**src/rtl/cpu_types_pkg.sv**
```systemverilog
`default_nettype none
// +------------------------------------------------------------------+
// | cpu_types_pkg : shared CPU datapath types (word, dcache address)   |
// | Revision: 1.0                                                      |
// +------------------------------------------------------------------+
package cpu_types_pkg;

  typedef logic [31:0] word_t;

  localparam int DC_SETS = 8;
  localparam int DC_IDXW = $clog2(DC_SETS);
  localparam int DC_TAGW = 32 - DC_IDXW - 3;

  typedef struct packed {
    logic [DC_TAGW-1:0] tag;
    logic [DC_IDXW-1:0] idx;
    logic               blkoff;
    logic [1:0]         bytoff;
  } dcache_addr_t;

endpackage
`default_nettype wire

```
**src/rtl/dcache_snoop_responder.sv**
```systemverilog
`default_nettype none
// +------------------------------------------------------------------+
// | dcache_snoop_responder : answers bus snoops/invalidates for dcache |
// | Revision: 1.0                                                      |
// +------------------------------------------------------------------+
module dcache_snoop_responder
  import cpu_types_pkg::*;
#(
  parameter int SETS = 8,
  parameter int IDXW = $clog2(SETS),
  parameter int TAGW = 32 - IDXW - 3
) (
  input  logic            CLK,
  input  logic            RST,
  input  logic            ccwait,
  input  logic            ccinv,
  input  logic [31:0]     ccsnoopaddr,
  input  logic            dwait,
  output logic            ccwrite,
  output logic [31:0]     daddr,
  output logic [31:0]     dstore,
  output logic [IDXW-1:0] lk_index,
  input  logic            lk_valid,
  input  logic            lk_dirty,
  input  logic [TAGW-1:0] lk_tag,
  input  logic [31:0]     lk_data0,
  input  logic [31:0]     lk_data1,
  output logic            upd_en,
  output logic [IDXW-1:0] upd_index,
  output logic            upd_valid,
  output logic            upd_dirty,
  output logic            snoop_busy
);

  typedef enum logic [1:0] {S_IDLE, S_WB0, S_WB1, S_UPD} snoop_state_t;

  snoop_state_t    state_q, state_d;
  logic [TAGW-1:0] tag_q;
  logic [IDXW-1:0] idx_q;
  word_t           data0_q, data1_q;

  logic [TAGW-1:0] snp_tag;
  logic [IDXW-1:0] snp_idx;
  logic            match;
  logic            latch_en;
  logic            unused_offset;

  assign snp_tag       = ccsnoopaddr[31:IDXW+3];
  assign snp_idx       = ccsnoopaddr[IDXW+2:3];
  assign unused_offset = ^ccsnoopaddr[2:0];

  assign lk_index   = (state_q == S_IDLE) ? snp_idx : idx_q;
  assign match      = lk_valid && (lk_tag == snp_tag);
  assign snoop_busy = (state_q != S_IDLE) || ccwait || ccinv;

  always_comb begin
    state_d   = state_q;
    ccwrite   = 1'b0;
    daddr     = '0;
    dstore    = '0;
    upd_en    = 1'b0;
    upd_index = '0;
    upd_valid = 1'b0;
    upd_dirty = 1'b0;
    latch_en  = 1'b0;
    case (state_q)
      S_IDLE: begin
        // Invalidate wins over a concurrent snoop and suppresses ccwrite.
        if (ccinv) begin
          if (match) begin
            upd_en    = 1'b1;
            upd_index = snp_idx;
          end
        end else if (ccwait && match && lk_dirty) begin
          ccwrite  = 1'b1;
          latch_en = 1'b1;
          state_d  = S_WB0;
        end
      end
      S_WB0: begin
        ccwrite = 1'b1;
        daddr   = {tag_q, idx_q, 3'b000};
        dstore  = data0_q;
        if (!dwait) state_d = S_WB1;
      end
      S_WB1: begin
        ccwrite = 1'b1;
        daddr   = {tag_q, idx_q, 3'b100};
        dstore  = data1_q;
        if (!dwait) state_d = S_UPD;
      end
      S_UPD: begin
        // Block is now clean in memory: downgrade M to S.
        ccwrite   = 1'b1;
        upd_en    = 1'b1;
        upd_index = idx_q;
        upd_valid = 1'b1;
        state_d   = S_IDLE;
      end
      default: state_d = S_IDLE;
    endcase
  end

  always_ff @(posedge CLK) begin
    if (RST) begin
      state_q <= S_IDLE;
      tag_q   <= '0;
      idx_q   <= '0;
      data0_q <= '0;
      data1_q <= '0;
    end else begin
      state_q <= state_d;
      if (latch_en) begin
        tag_q   <= snp_tag;
        idx_q   <= snp_idx;
        data0_q <= lk_data0;
        data1_q <= lk_data1;
      end
    end
  end

endmodule
`default_nettype wire

```
**config.mk**
```make
export PLATFORM = sky130hd
export DESIGN_NAME = dcache_snoop_responder
export DESIGN_NICKNAME = d
export VERILOG_FILES = /design/src/rtl/cpu_types_pkg.sv /design/src/rtl/dcache_snoop_responder.sv
export SDC_FILE = /design/constraint.sdc
export NUM_CORES = 1
export LEC_CHECK = 0
export ABC_AREA = 1
export CAP_MARGIN = 30
export CORE_MARGIN = 5
export CORE_UTILIZATION = 52
export CTS_BUF_LIST = sky130_fd_sc_hd__clkbuf_4 sky130_fd_sc_hd__clkbuf_8
export DETAILED_ROUTE_END_ITERATION = 6
export GPL_ROUTABILITY_DRIVEN = 0
export GPL_TIMING_DRIVEN = 0
export PLACE_DENSITY = 0.92
export REMOVE_ABC_BUFFERS = 1
export SETUP_SLACK_MARGIN = 0.3
export SLEW_MARGIN = 40
export SYNTH_ARGS = -nofsm -noshare
export SYNTH_HDL_FRONTEND = slang
export SYNTH_SLANG_ARGS = --single-unit
```
**constraint.sdc**
```tcl
create_clock -name CLK -period 4.75 [get_ports CLK]
set_input_delay 1.1875 -clock CLK [delete_from_list [all_inputs] [get_ports CLK]]
set_output_delay 1.1875 -clock CLK [all_outputs]
set_load 0.01 [all_outputs]
```
# ---- Word level (Yosys, flattened, before mapping)
# Index checks and enable logic that the tools add are counted.
dict set report classes {
  eq_ne 8
  n_mux 19
  n_reduce_logical 9
}
# op count
set op_table {}
lappend op_table {{case mux 32 bit (2 select lines)} 2}
lappend op_table {{equality test 26 bit} 1}
lappend op_table {{two-way mux 3 bit} 3}
lappend op_table {{two-way mux 2 bit} 4}
lappend op_table {{case mux 2 bit (4 select lines)} 1}
lappend op_table {{two-way mux 1 bit} 6}
lappend op_table {{inequality test 2 bit (second input constant)} 3}
lappend op_table {{case mux 3 bit (2 select lines)} 1}
lappend op_table {{equality test 2 bit (second input constant)} 2}
lappend op_table {{case mux 1 bit (2 select lines)} 2}
lappend op_table {{AND reduction 4 bit} 1}
lappend op_table {{logical AND 1 bit} 3}
lappend op_table {{OR reduction 3 bit} 1}
lappend op_table {{equality test 2 x 1 -> 1 bit (second input constant)} 1}
lappend op_table {{logical NOT 2 bit} 1}
lappend op_table {{logical OR 1 bit} 2}
lappend op_table {{inequality test 2 x 1 -> 1 bit (second input constant)} 1}
lappend op_table {{nonzero test 2 bit} 1}
dict set report word_totals {
  register_bits 95
  input_bits 129
  output_inout_bits 75
}

# ---- Logic depth before layout (Yosys ltp)
# Gate-level depths: netlist (run 1).
dict set report logic_depth {
  word_depth 7
  depth_mapped 15
  depth_no_buf 13
}

# ---- Least setup slack after synthesis (run 1)
# No wires, ideal clock.
dict set report synth_timing {
  path_type {input port to output port}
  startpoint {in ccsnoopaddr[7]}
  endpoint {out upd_en}
  arrival_ns 2.418
  required_time_ns 3.563
  path_slack_ns 1.144
  cell_stages 12
  cell_sequence {inv_1 -> nand2_1 -> nand2_1 -> nor2_1 -> nand3b_1 -> nor2_1 -> nand2_1 -> nor2_1 -> buf_2 -> buf_4 -> nand3_1 -> a21oi_1}
}
dict set report synth_via {
  elab_chain_len 5
}
# item line
set synth_lines {}
lappend synth_lines {{from (decl)} dcache_snoop_responder.sv:17} ;# input logic [31:0] ccsnoopaddr,
lappend synth_lines {{equality test 26 bit} dcache_snoop_responder.sv:53} ;# assign match = lk_valid && (lk_tag == snp_tag);
lappend synth_lines {{logical AND 1 bit} dcache_snoop_responder.sv:53}
lappend synth_lines {{two-way mux 1 bit} dcache_snoop_responder.sv:70} ;# if (match) begin
lappend synth_lines {{two-way mux 1 bit} dcache_snoop_responder.sv:69} ;# if (ccinv) begin
lappend synth_lines {{case mux 1 bit (2 select lines)} dcache_snoop_responder.sv:66} ;# case (state_q)
lappend synth_lines {{to (decl)} dcache_snoop_responder.sv:28} ;# output logic upd_en,
# No other way between the ends.

# ---- Worst setup path in the final report (run 1)
dict set report layout_timing {
  startpoint {in ccsnoopaddr[31]}
  endpoint {out upd_index[2]}
}
dict set report layout_via {
  elab_chain_len 5
}
# item line
set layout_lines {}
lappend layout_lines {{equality test 26 bit} dcache_snoop_responder.sv:53}
lappend layout_lines {{logical AND 1 bit} dcache_snoop_responder.sv:53}
lappend layout_lines {{two-way mux 3 bit} dcache_snoop_responder.sv:70}
lappend layout_lines {{two-way mux 3 bit} dcache_snoop_responder.sv:69}
lappend layout_lines {{case mux 3 bit (2 select lines)} dcache_snoop_responder.sv:66}
lappend layout_lines {{to (decl)} dcache_snoop_responder.sv:29} ;# output logic [IDXW-1:0] upd_index,
# No other way between the ends.

==> results of run 1 <==
worst register-to-register path, cell delays in order, from the launching register on:
cell                      delay, ns
sky130_fd_sc_hd__dfxtp_1       0.35
sky130_fd_sc_hd__inv_1         0.14
sky130_fd_sc_hd__ha_1          0.41
sky130_fd_sc_hd__inv_1         0.13
sky130_fd_sc_hd__nor2_4        0.40
sky130_fd_sc_hd__nand3_4       0.23
sky130_fd_sc_hd__buf_12        0.25
sky130_fd_sc_hd__buf_12        0.21
sky130_fd_sc_hd__nand2_1       0.10
sky130_fd_sc_hd__inv_1         0.04
sky130_fd_sc_hd__nor2_1        0.10
path summary, 6_finish.rpt:
kind                   to  slack [ns]  cells past startpoint            start
max          upd_index[2]        0.44                     13  ccsnoopaddr[31]
max reg2reg   data1_q[11]        2.34                     10       state_q[0]
min            data1_q[7]        0.51                      4       data1_q[7]
min reg2reg    data1_q[7]        0.51                      4       data1_q[7]
cells by family after synthesis:
family                     after synthesis
AOI/OAI and AO/OA                       48
and+or+nand+nor                        592
buffers and inverters                  390
other                                    1
adders and majority gates                4
xor gates and xnor gates                 7
DFF                                     95
per-layer routing:
| metal | global-route usage (%) | vias to the layer above |
|---|---|---|
| li1 | - | 3648 |
| met1 | 30.1 | 3142 |
| met2 | 43.2 | 296 |
| met3 | 6.27 | 39 |
| met4 | 10.2 | 0 |
| met5 | 0 | - |
power breakdown:
part           switching [W]  internal (W)
Sequential        0.00000873      0.000803
Clock               0.000295      0.000317
Combinational       0.000648      0.000333
stage by stage:
stage,setup slack [ns],setup TNS [ns]
after floorplan,-1.96,-180.87
after global placement,-6.15,-580.19
after detailed placement,-0.00309,-0.00309
after CTS,0.171,0
after global routing,0.320,0
final,0.443,0
state kept, by name (all words and copies together), names as in the netlist:
| name | flops |
|---|---|
| data0_q | 32 |
| tag_q | 26 |
| data1_q | 32 |
| idx_q | 3 |
| state_q | 2 |
area by class of cell:
| cell class | count | area share (%) |
|---|---|---|
| flip-flops and latches | 95 | 21.6 |
| multi-input cells | 654 | 34.0 |
| inverters | 319 | 13.7 |
| clock buffers | 11 | 1.65 |
| clock inverters | 5 | 0.923 |
| well taps | 147 | 2.09 |
| repair buffers | 212 | 26.0 |
repair_timing:
item	4_1_cts	5_1_grt
gates resized for setup	6	5
hold buffers	0	0
setup buffers	1	0
setup endpoints to repair	4	5
pin swaps	1	0
cell usage in the layout (no fill, tap or decap), types with 5 or more instances in the layout:
cell type                         instances
sky130_fd_sc_hd__nor2_1                 107
sky130_fd_sc_hd__nand2_1                326
sky130_fd_sc_hd__buf_16                   7
sky130_fd_sc_hd__a21oi_1                 41
sky130_fd_sc_hd__dfxtp_1                 95
sky130_fd_sc_hd__o21ai_0                  6
sky130_fd_sc_hd__nor3_1                  29
sky130_fd_sc_hd__nand3_1                 11
sky130_fd_sc_hd__inv_2                   12
sky130_fd_sc_hd__clkbuf_8                10
sky130_fd_sc_hd__clkdlybuf4s50_1        192
sky130_fd_sc_hd__nand3b_1                 5
sky130_fd_sc_hd__xnor2_1                  5
sky130_fd_sc_hd__nand4_1                 97
sky130_fd_sc_hd__inv_1                  304
sky130_fd_sc_hd__nand2_2                  9
==> Flow_metrics.wiki, run 1 <==
{| class="wikitable"
! Metric !! Value
|-
| Final Slew Violations || 0
|-
| Post-synthesis cell count || 1137
|-
| Ant. Diodes || 0
|-
| Post-Synthesis Mean Instance Area || 5.61 sq um
|-
| Final core utilization || 73.4%
|-
| Synth area leaders || sky130_fd_sc_hd__dfxtp_1 (30%), sky130_fd_sc_hd__nand2_1 (19%), sky130_fd_sc_hd__inv_1 (18%)
|-
| Cell area after placement || 8560 sq um
|-
| Total standard cell area after synthesis || approximately 6400 sq um
|-
| Core outline area || around 12000 sq um
|-
| IO Count || slightly above 200
|-
| Crit path buffers/inverters || 4
|-
| Final Hold Slack || 0.512 ns
|-
| CP max-delay cell || sky130_fd_sc_hd__clkdlybuf4s50_1
|-
| Starting density of the core || between 50% and 60%
|-
| Share of final-layout standard cells stronger than drive strength 1 || 5.25%
|-
| Footprint of the multi-input gates || 3000 sq um
|-
| Most instantiated flip-flop cell in the synthesis netlist || sky130_fd_sc_hd__dfxtp_1
|-
| Vert. Die Dim || between 100 and 150 um
|-
| Top achievable clock speed || ~230 MHz
|-
| Fraction of synthesized area in multiplexers || 0%
|-
| Summed area of non-filler cells in the final layout || 8820 sq um
|-
| Xor/xnor cell area share of the yosys netlist || 0.961%
|-
| Final routed wirelength across all metal layers || 18900 um
|-
| Top post-synthesis cells by count || sky130_fd_sc_hd__nand2_1 (326), sky130_fd_sc_hd__inv_1 (305), sky130_fd_sc_hd__nor2_1 (111), sky130_fd_sc_hd__nand4_1 (97), sky130_fd_sc_hd__dfxtp_1 (95)
|-
| Number of setup violations in the final report || 0
|-
| Maximum number of pins on one net before global-route repair || 63
|-
| TritonCTS sink count || between 90 and 100
|-
| Routed via count divided by cell count || 4.94
|-
| Port bufs || 197
|-
| Initial antenna violation count || 0
|-
| Router iterations before antenna repair || 5
|-
| DRC marker count from the first detailed-route iteration || approximately 660
|-
| Overall track demand over capacity in global routing || 25.2%
|-
| Highest metal layer used by the detailed router || met4
|-
| Count of unresolved DRC violations after routing || 0
|-
| Number of max-cap violations || 0
|-
| Pwr dens || 273 nW/um^2
|-
| PnR Total Power || around 0.0024 W
|-
| Transition time at the pin with the least slew margin || around 0.73 ns
|-
| Most common cell type on the critical path || sky130_fd_sc_hd__nand2_1
|-
| Area share of the largest cell type after synthesis || between 20% and 30%
|-
| Net count reported at finish || about 1400
|-
| Most common cell in the netlist || sky130_fd_sc_hd__nand2_1
|-
| Post-detailed-route count of antenna-violating nets || 0
|-
| Number of warnings issued by yosys || 0
|-
| Clock latency of the later-clocked register in the worst-skew pair || about 0.37 ns
|-
| FF/Latch Area || 1900 sq um
|-
| Category of the worst setup path capture point || primary output
|-
| Cells along the critical path || clkdlybuf4s50_1 > inv_2 > nand2_1 > nand2_1 > inv_1 > nand2_1 > nor2_1 > nand2_1 > nor2_2 > and2_2 > nand3b_1 > a21oi_1 > dlygate4sd2_1
|-
| TritonCTS clock tree || built
|-
| RSZ-0062 raised after global routing || no
|-
| Signed area change from the synthesized netlist to the final layout || 38.2%
|-
| Root buffer cell || sky130_fd_sc_hd__clkbuf_8
|-
| Per-cell routed wire length || roughly 13 um
|-
| Main combinational cell family by area after synthesis || simple AND/OR/NAND/NOR gates
|-
| Sum of net half-perimeters after detailed placement || 13100 um
|-
| Run status || complete, no violations
|-
| Time the worst path needs with I/O delays and setup || 4.31 ns
|-
| Total number of placement rows || 40
|-
| Adder and majority gate portion of the synthesized area || 0.785%
|-
| Cell type with the largest total area after synthesis || sky130_fd_sc_hd__dfxtp_1
|-
| Fraction of registers with async set or reset after synthesis || 0%
|-
| Total die area || 14600 sq um
|-
| Synthesized-area fraction occupied by and/or/nand/nor cells || 40.3%
|-
| Horizontal extent of the die || 121 um
|-
| Hold/Removal Path Class || flip-flop to flip-flop
|-
| Via count || about 7100
|-
| LEAKAGE || approximately 4.2 nW
|-
| Largest fanout on the critical path || 4
|-
| Hold Vio Cnt, Final || 0
|-
| Crit Path Category || input port to primary output
|-
| Post-synth cell types || 24
|-
| Setup clock skew after layout || between 0.005 and 0.006 ns
|-
| Count of placed standard cells including taps || 1426
|-
| Complex-gate fraction of the synthesized area || around 3.8%
|-
| Share of the clock period used by the worst path || 90.7%
|-
| Global-route wire length before repair || 30300 um
|-
| Met2 wire len || 9080 um
|-
| H-tree level count || 3
|-
| Number of clock buffers inserted by TritonCTS || 9
|-
| CP peak stage delay || roughly 0.53 ns
|-
| Final instance count without filler cells || between 1000 and 1500
|-
| Data arrival time of the critical path || 3.12 ns
|-
| Number of synthesized flops with an enable pin || 0
|-
| Filler cell count in the final layout || 952
|-
| Startpoint class of the critical path || input port
|-
| Share of synthesized area occupied by flip-flops and latches || 29.8%
|-
| Worst-case clock buffer depth || 2
|-
| #FFs+latches synth || 95
|-
| Vias in the first global route || between 6000 and 7000
|-
| Met3 routed WL || 1640 um
|-
| Required time of the critical path || 3.56 ns
|-
| Relative max-transition margin || 51.3%
|-
| CTS clk-pin slew, worst paths || around 0.090 ns
|-
| Worst ir drop on vdd || 0.244 mV
|-
| Global-route congestion overflow total || 0
|-
| CP top delay family || buffers and inverters
|-
| Metal-1 WL || 7700 um
|}
No activity file was read; power rests on OpenSTA's default activity.
==> inputs of run 2 (changes only) <==
--- a/config.mk
+++ b/config.mk
@@ -6,6 +6,7 @@
 export NUM_CORES = 1
 export LEC_CHECK = 0
 export ABC_AREA = 1
+export ABC_CLOCK_PERIOD_IN_PS = 4750
 export CAP_MARGIN = 30
 export CORE_MARGIN = 5
 export CORE_UTILIZATION = 52
==> results of run 2 <==
Final layout, timing and power as in run 1 (identical DEF).
==> inputs of run 3 (changes only) <==
--- a/config.mk
+++ b/config.mk
@@ -5,15 +5,15 @@
 export SDC_FILE = /design/constraint.sdc
 export NUM_CORES = 1
 export LEC_CHECK = 0
-export ABC_AREA = 1
+export ABC_AREA = 0
 export ABC_CLOCK_PERIOD_IN_PS = 4750
 export CAP_MARGIN = 30
 export CORE_MARGIN = 5
-export CORE_UTILIZATION = 52
+export CORE_UTILIZATION = 48
 export CTS_BUF_LIST = sky130_fd_sc_hd__clkbuf_4 sky130_fd_sc_hd__clkbuf_8
 export DETAILED_ROUTE_END_ITERATION = 6
 export GPL_ROUTABILITY_DRIVEN = 0
-export GPL_TIMING_DRIVEN = 0
+export GPL_TIMING_DRIVEN = 1
 export PLACE_DENSITY = 0.92
 export REMOVE_ABC_BUFFERS = 1
 export SETUP_SLACK_MARGIN = 0.3
==> run 3 against run 2 <==
Compared with the run above: utilization decreased by 4.5 points; power decreased by 38%; area after synthesis decreased by 23%; clock skew increased by 0.011 ns; non-clock buffer count decreased by 2; register-to-register slack got worse by 0.13 ns; sequential power decreased by 2%; critical endpoint unchanged; largest cell class unchanged.
==> Flow_metrics.wiki, run 3 <==
{| class="wikitable"
! Metric !! Value
|-
| Run status || complete, no violations
|-
| Time the worst path needs with I/O delays and setup || 4.31 ns (+0.00483 ns)
|-
| DRC marker count from the first detailed-route iteration || 387 (-41%)
|-
| Largest fanout on the critical path || 6 (+2)
|-
| Share of synthesized area occupied by flip-flops and latches || 38.8% (+9.0 points)
|-
| Top library cells by usage in the layout, fill and taps aside || sky130_fd_sc_hd__clkdlybuf4s50_1 (191), sky130_fd_sc_hd__a21oi_1 (97), sky130_fd_sc_hd__nand3_1 (95), sky130_fd_sc_hd__dfxtp_1 (95), sky130_fd_sc_hd__o21ai_0 (94)
|-
| Pre-CTS setup slack || 0.111 ns (+0.114 ns)
|-
| Worst ir drop on vdd || 0.180 mV (-26%)
|-
| Top achievable clock speed || 232 MHz (-0.11%)
|-
| Worst R2R Setup Slack || 2.21 ns (-0.13 ns)
|-
| Post-synth cell types || 36 (+50%)
|-
| Startpoint class of the critical path || input port
|-
| Number of warnings issued by yosys || 0 (unchanged)
|-
| PnR Total Power || 0.00150 W (-38%)
|-
| Post-Synthesis Mean Instance Area || 7.90 sq um (+41%)
|-
| Net count reported at finish || 905 (-36%)
|-
| Vert. Die Dim || 111 um (-8.0%)
|-
| Vias in the first global route || 5164 (-21%)
|-
| LEAKAGE || 2.25 nW (-46%)
|-
| CP peak stage delay || 0.46 ns (-0.07 ns)
|-
| Count of placed standard cells including taps || 895 (-37%)
|-
| Commonest non-fill, non-tap cell in the layout || sky130_fd_sc_hd__clkdlybuf4s50_1
|-
| Data arrival time of the critical path || 3.12 ns (about the same)
|-
| Crit Path Category || input port to primary output
|-
| Post-synthesis cell count || 621 (-45%)
|-
| Pwr dens || 215 nW/um^2 (-21%)
|-
| Ant. Diodes || 0 (unchanged)
|-
| Required time of the critical path || 3.56 ns (about the same)
|-
| TritonCTS clock tree || built
|-
| Highest metal layer used by the detailed router || met4
|-
| CP max-delay cell || sky130_fd_sc_hd__clkdlybuf4s50_1
|-
| Number of max-cap violations || 0 (unchanged)
|-
| Signed area change from the synthesized netlist to the final layout || 42.4%
|-
| Number of clock buffers inserted by TritonCTS || 9 (unchanged)
|-
| Sum of net half-perimeters after detailed placement || 10200 um (-22%)
|-
| Port bufs || 197 (unchanged)
|-
| IO Count || 204 (unchanged)
|-
| Post-detailed-route count of antenna-violating nets || 0 (unchanged)
|-
| Hold buffer count at cts || 0 (unchanged)
|-
| Total die area || 12300 sq um (-15%)
|-
| CTS clk-pin slew, worst paths || 0.08 ns (about the same)
|-
| Relative max-transition margin || 47.6% (-3.8 points)
|-
| Worst Setup Slack, final || 0.438 ns (-0.00483 ns)
|-
| H-tree level count || 3 (unchanged)
|-
| Final routed wirelength across all metal layers || 15200 um (-20%)
|-
| Total standard cell area after synthesis || 4910 sq um (-23%)
|-
| Final instance count without filler cells || 913 (-37%)
|-
| Overall track demand over capacity in global routing || 23.2% (-2.0 points)
|-
| Global-route congestion overflow total || 0 (unchanged)
|-
| Count of unresolved DRC violations after routing || 0 (unchanged)
|-
| TritonCTS sink count || 95 (unchanged)
|-
| Share of the clock period used by the worst path || 90.8% (+0.10 points)
|-
| Starting density of the core || 48.4% (-4.7 points)
|-
| Fraction of registers with async set or reset after synthesis || 0% (unchanged)
|-
| Number of setup violations in the final report || 0 (unchanged)
|-
| RSZ-0062 raised after global routing || no
|-
| Most common cell in the netlist || sky130_fd_sc_hd__a21oi_1
|-
| Met2 wire len || 7660 um (-16%)
|-
| Worst-case clock buffer depth || 2 (unchanged)
|-
| Initial antenna violation count || 0 (unchanged)
|-
| Category of the worst setup path capture point || primary output
|-
| Transition time at the pin with the least slew margin || 0.786 ns (+0.0563 ns)
|-
| Total number of placement rows || 37 (-7.5%)
|-
| Share of final-layout standard cells stronger than drive strength 1 || 5.53% (+0.29 points)
|-
| Sum of negative setup slack || 0 ns (unchanged)
|-
| Setup clock skew after layout || 0.0162 ns (+0.0106 ns)
|-
| Area share of the largest cell type after synthesis || 38.8% (+9.0 points)
|-
| Hold Path Sink || tag_q[6]
|-
| Router iterations before antenna repair || 5 (unchanged)
|-
| #FFs+latches synth || 95 (unchanged)
|-
| Cells along the critical path || clkdlybuf4s50_1 > xor2_1 > nor4_1 > and4_4 > buf_4 > nand4_1 > a21oi_1 > clkbuf_2
|-
| Cell type with the largest total area after synthesis || sky130_fd_sc_hd__dfxtp_1
|-
| Synth area leaders || sky130_fd_sc_hd__dfxtp_1 (39%), sky130_fd_sc_hd__a21oi_1 (9.9%), sky130_fd_sc_hd__nand3_1 (9.7%)
|-
| Hold/Removal Path Class || flip-flop to flip-flop
|-
| End of the worst register-to-register path || data0_q[21]
|-
| Most instantiated flip-flop cell in the synthesis netlist || sky130_fd_sc_hd__dfxtp_1
|-
| Min-delay src || tag_q[6]
|-
| Top post-synthesis cells by count || sky130_fd_sc_hd__a21oi_1 (97), sky130_fd_sc_hd__dfxtp_1 (95), sky130_fd_sc_hd__nand3_1 (95), sky130_fd_sc_hd__o21ai_0 (94), sky130_fd_sc_hd__clkbuf_1 (46)
|-
| Core outline area || 10100 sq um (-16%)
|-
| Reg2reg start || state_q[0]
|-
| Crit path buffers/inverters || 3 (-1)
|-
| Per-cell routed wire length || 16.6 um (+27%)
|-
| Registers with the most flip-flops || data0_q: 32 flops, data1_q: 32 flops, tag_q: 26 flops
|-
| Final Slew Violations || 0 (unchanged)
|-
| Hold Vio Cnt, Final || 0 (unchanged)
|-
| Root buffer cell || sky130_fd_sc_hd__clkbuf_8
|-
| Worst reg2reg path depth || 8 (-2)
|-
| Number of synthesized flops with an enable pin || 0 (unchanged)
|-
| Maximum number of pins on one net before global-route repair || 94 (+49%)
|-
| Clock latency of the later-clocked register in the worst-skew pair || 0.36 ns (about the same)
|-
| Global-route wire length before repair || 24300 um (-20%)
|-
| Hold-critical path depth || 2 (-2)
|-
| Via count || 5199 (-27%)
|-
| Metal-1 WL || 6020 um (-22%)
|-
| Horizontal extent of the die || 111 um (-8.0%)
|-
| Filler cell count in the final layout || 779 (-18%)
|-
| Met3 routed WL || 1180 um (-28%)
|-
| CP top delay family || buffers and inverters
|-
| Routed via count divided by cell count || 5.69 (+15%)
|}
run 3: cell count changes after synthesis, moves of 20 or more:
| cell | before | now |
|---|---|---|
| sky130_fd_sc_hd__nand2_1 | 326 | 5 |
| sky130_fd_sc_hd__inv_1 | 305 | 6 |
| sky130_fd_sc_hd__a22oi_1 | 0 | 32 |
| sky130_fd_sc_hd__xor2_1 | 0 | 20 |
| sky130_fd_sc_hd__nand3_1 | 11 | 95 |
| sky130_fd_sc_hd__nor3_1 | 29 | 0 |
| sky130_fd_sc_hd__nand4_1 | 97 | 5 |
| sky130_fd_sc_hd__nor2b_1 | 0 | 32 |
| sky130_fd_sc_hd__o21ai_0 | 6 | 94 |
| sky130_fd_sc_hd__a21oi_1 | 41 | 97 |
| sky130_fd_sc_hd__nor2_1 | 111 | 4 |
| sky130_fd_sc_hd__and2_1 | 0 | 29 |
run 3: report_power, final:
part | switching [W] | internal, W
Combinational | 0.0000562 | 0.000109
Clock | 0.000280 | 0.000260
Sequential | 0.00000000000328 | 0.000796
run 3: worst min-delay path, cell delays in order, from the launching register on:
cell and delay (ns):
sky130_fd_sc_hd__dfxtp_1 0.31, sky130_fd_sc_hd__o21ai_0 0.06, sky130_fd_sc_hd__a21oi_1 0.06
run 3: cell type report:
class                      count  area, sq um  area share [%]
sequential                    95         1900            27.2
clock inverter                 6         67.6           0.967
multi-input combinational    450         2630            37.6
tap                          136          170            2.44
inverter                       6         22.5           0.322
timing repair buffer         210         2060            29.5
clock buffer                  10          138            1.97
run 3: worst max-delay path by stage:
stage	from	endpoint	slack (ns)	depth (start not counted)
floorplan	ccsnoopaddr[12]	upd_index[0]	-0.36	5
CTS	ccsnoopaddr[20]	upd_en	0.31	8
detailed placement	ccsnoopaddr[9]	upd_index[1]	0.11	7
global placement	ccsnoopaddr[24]	upd_index[0]	0.16	7
global route	ccsnoopaddr[7]	upd_index[1]	0.35	9
finish	ccsnoopaddr[12]	upd_index[2]	0.44	8
run 3: cell families (layout without fill, tap and decap cells):
family	count (synthesis)	after routing	share of synthesized area, %
buffers and inverters	78	232	8.31
flip-flops	95	95	38.8
other	1	3	0.0764
adder cells (fa/ha/maj)	4	4	1.02
XOR/XNOR	23	23	4.11
multiplexers	4	4	0.893
AO/OA/AOI/OAI	229	229	25.5
AND/OR/NAND/NOR	187	187	21.4
run 3: metal layers:
layer | track usage (%) | vias to the layer above
met5 | 0 | -
met4 | 7.79 | 0
met3 | 4.86 | 29
met2 | 41.3 | 260
met1 | 27.6 | 2415
li1 | - | 2495
run 3: repair_timing:
action                     4_1_cts  5_1_grt
buffers inserted                 2        0
resized for setup                5        8
setup endpoints to repair        5        4
cloned                           0        0
pin swaps                        1        1
run 3: metrics by stage:
step | utilization (%) | hold WS (ns) | cell area (sq um)
after global placement | 66.6 | 0.451 | 6750
after CTS | 68.8 | 0.473 | 6980
after global routing | 68.9 | 0.493 | 6990
after detailed placement | 66.6 | 0.461 | 6750
after floorplan | - | 0.439 | 4530
final | 68.9 | 0.472 | 6990
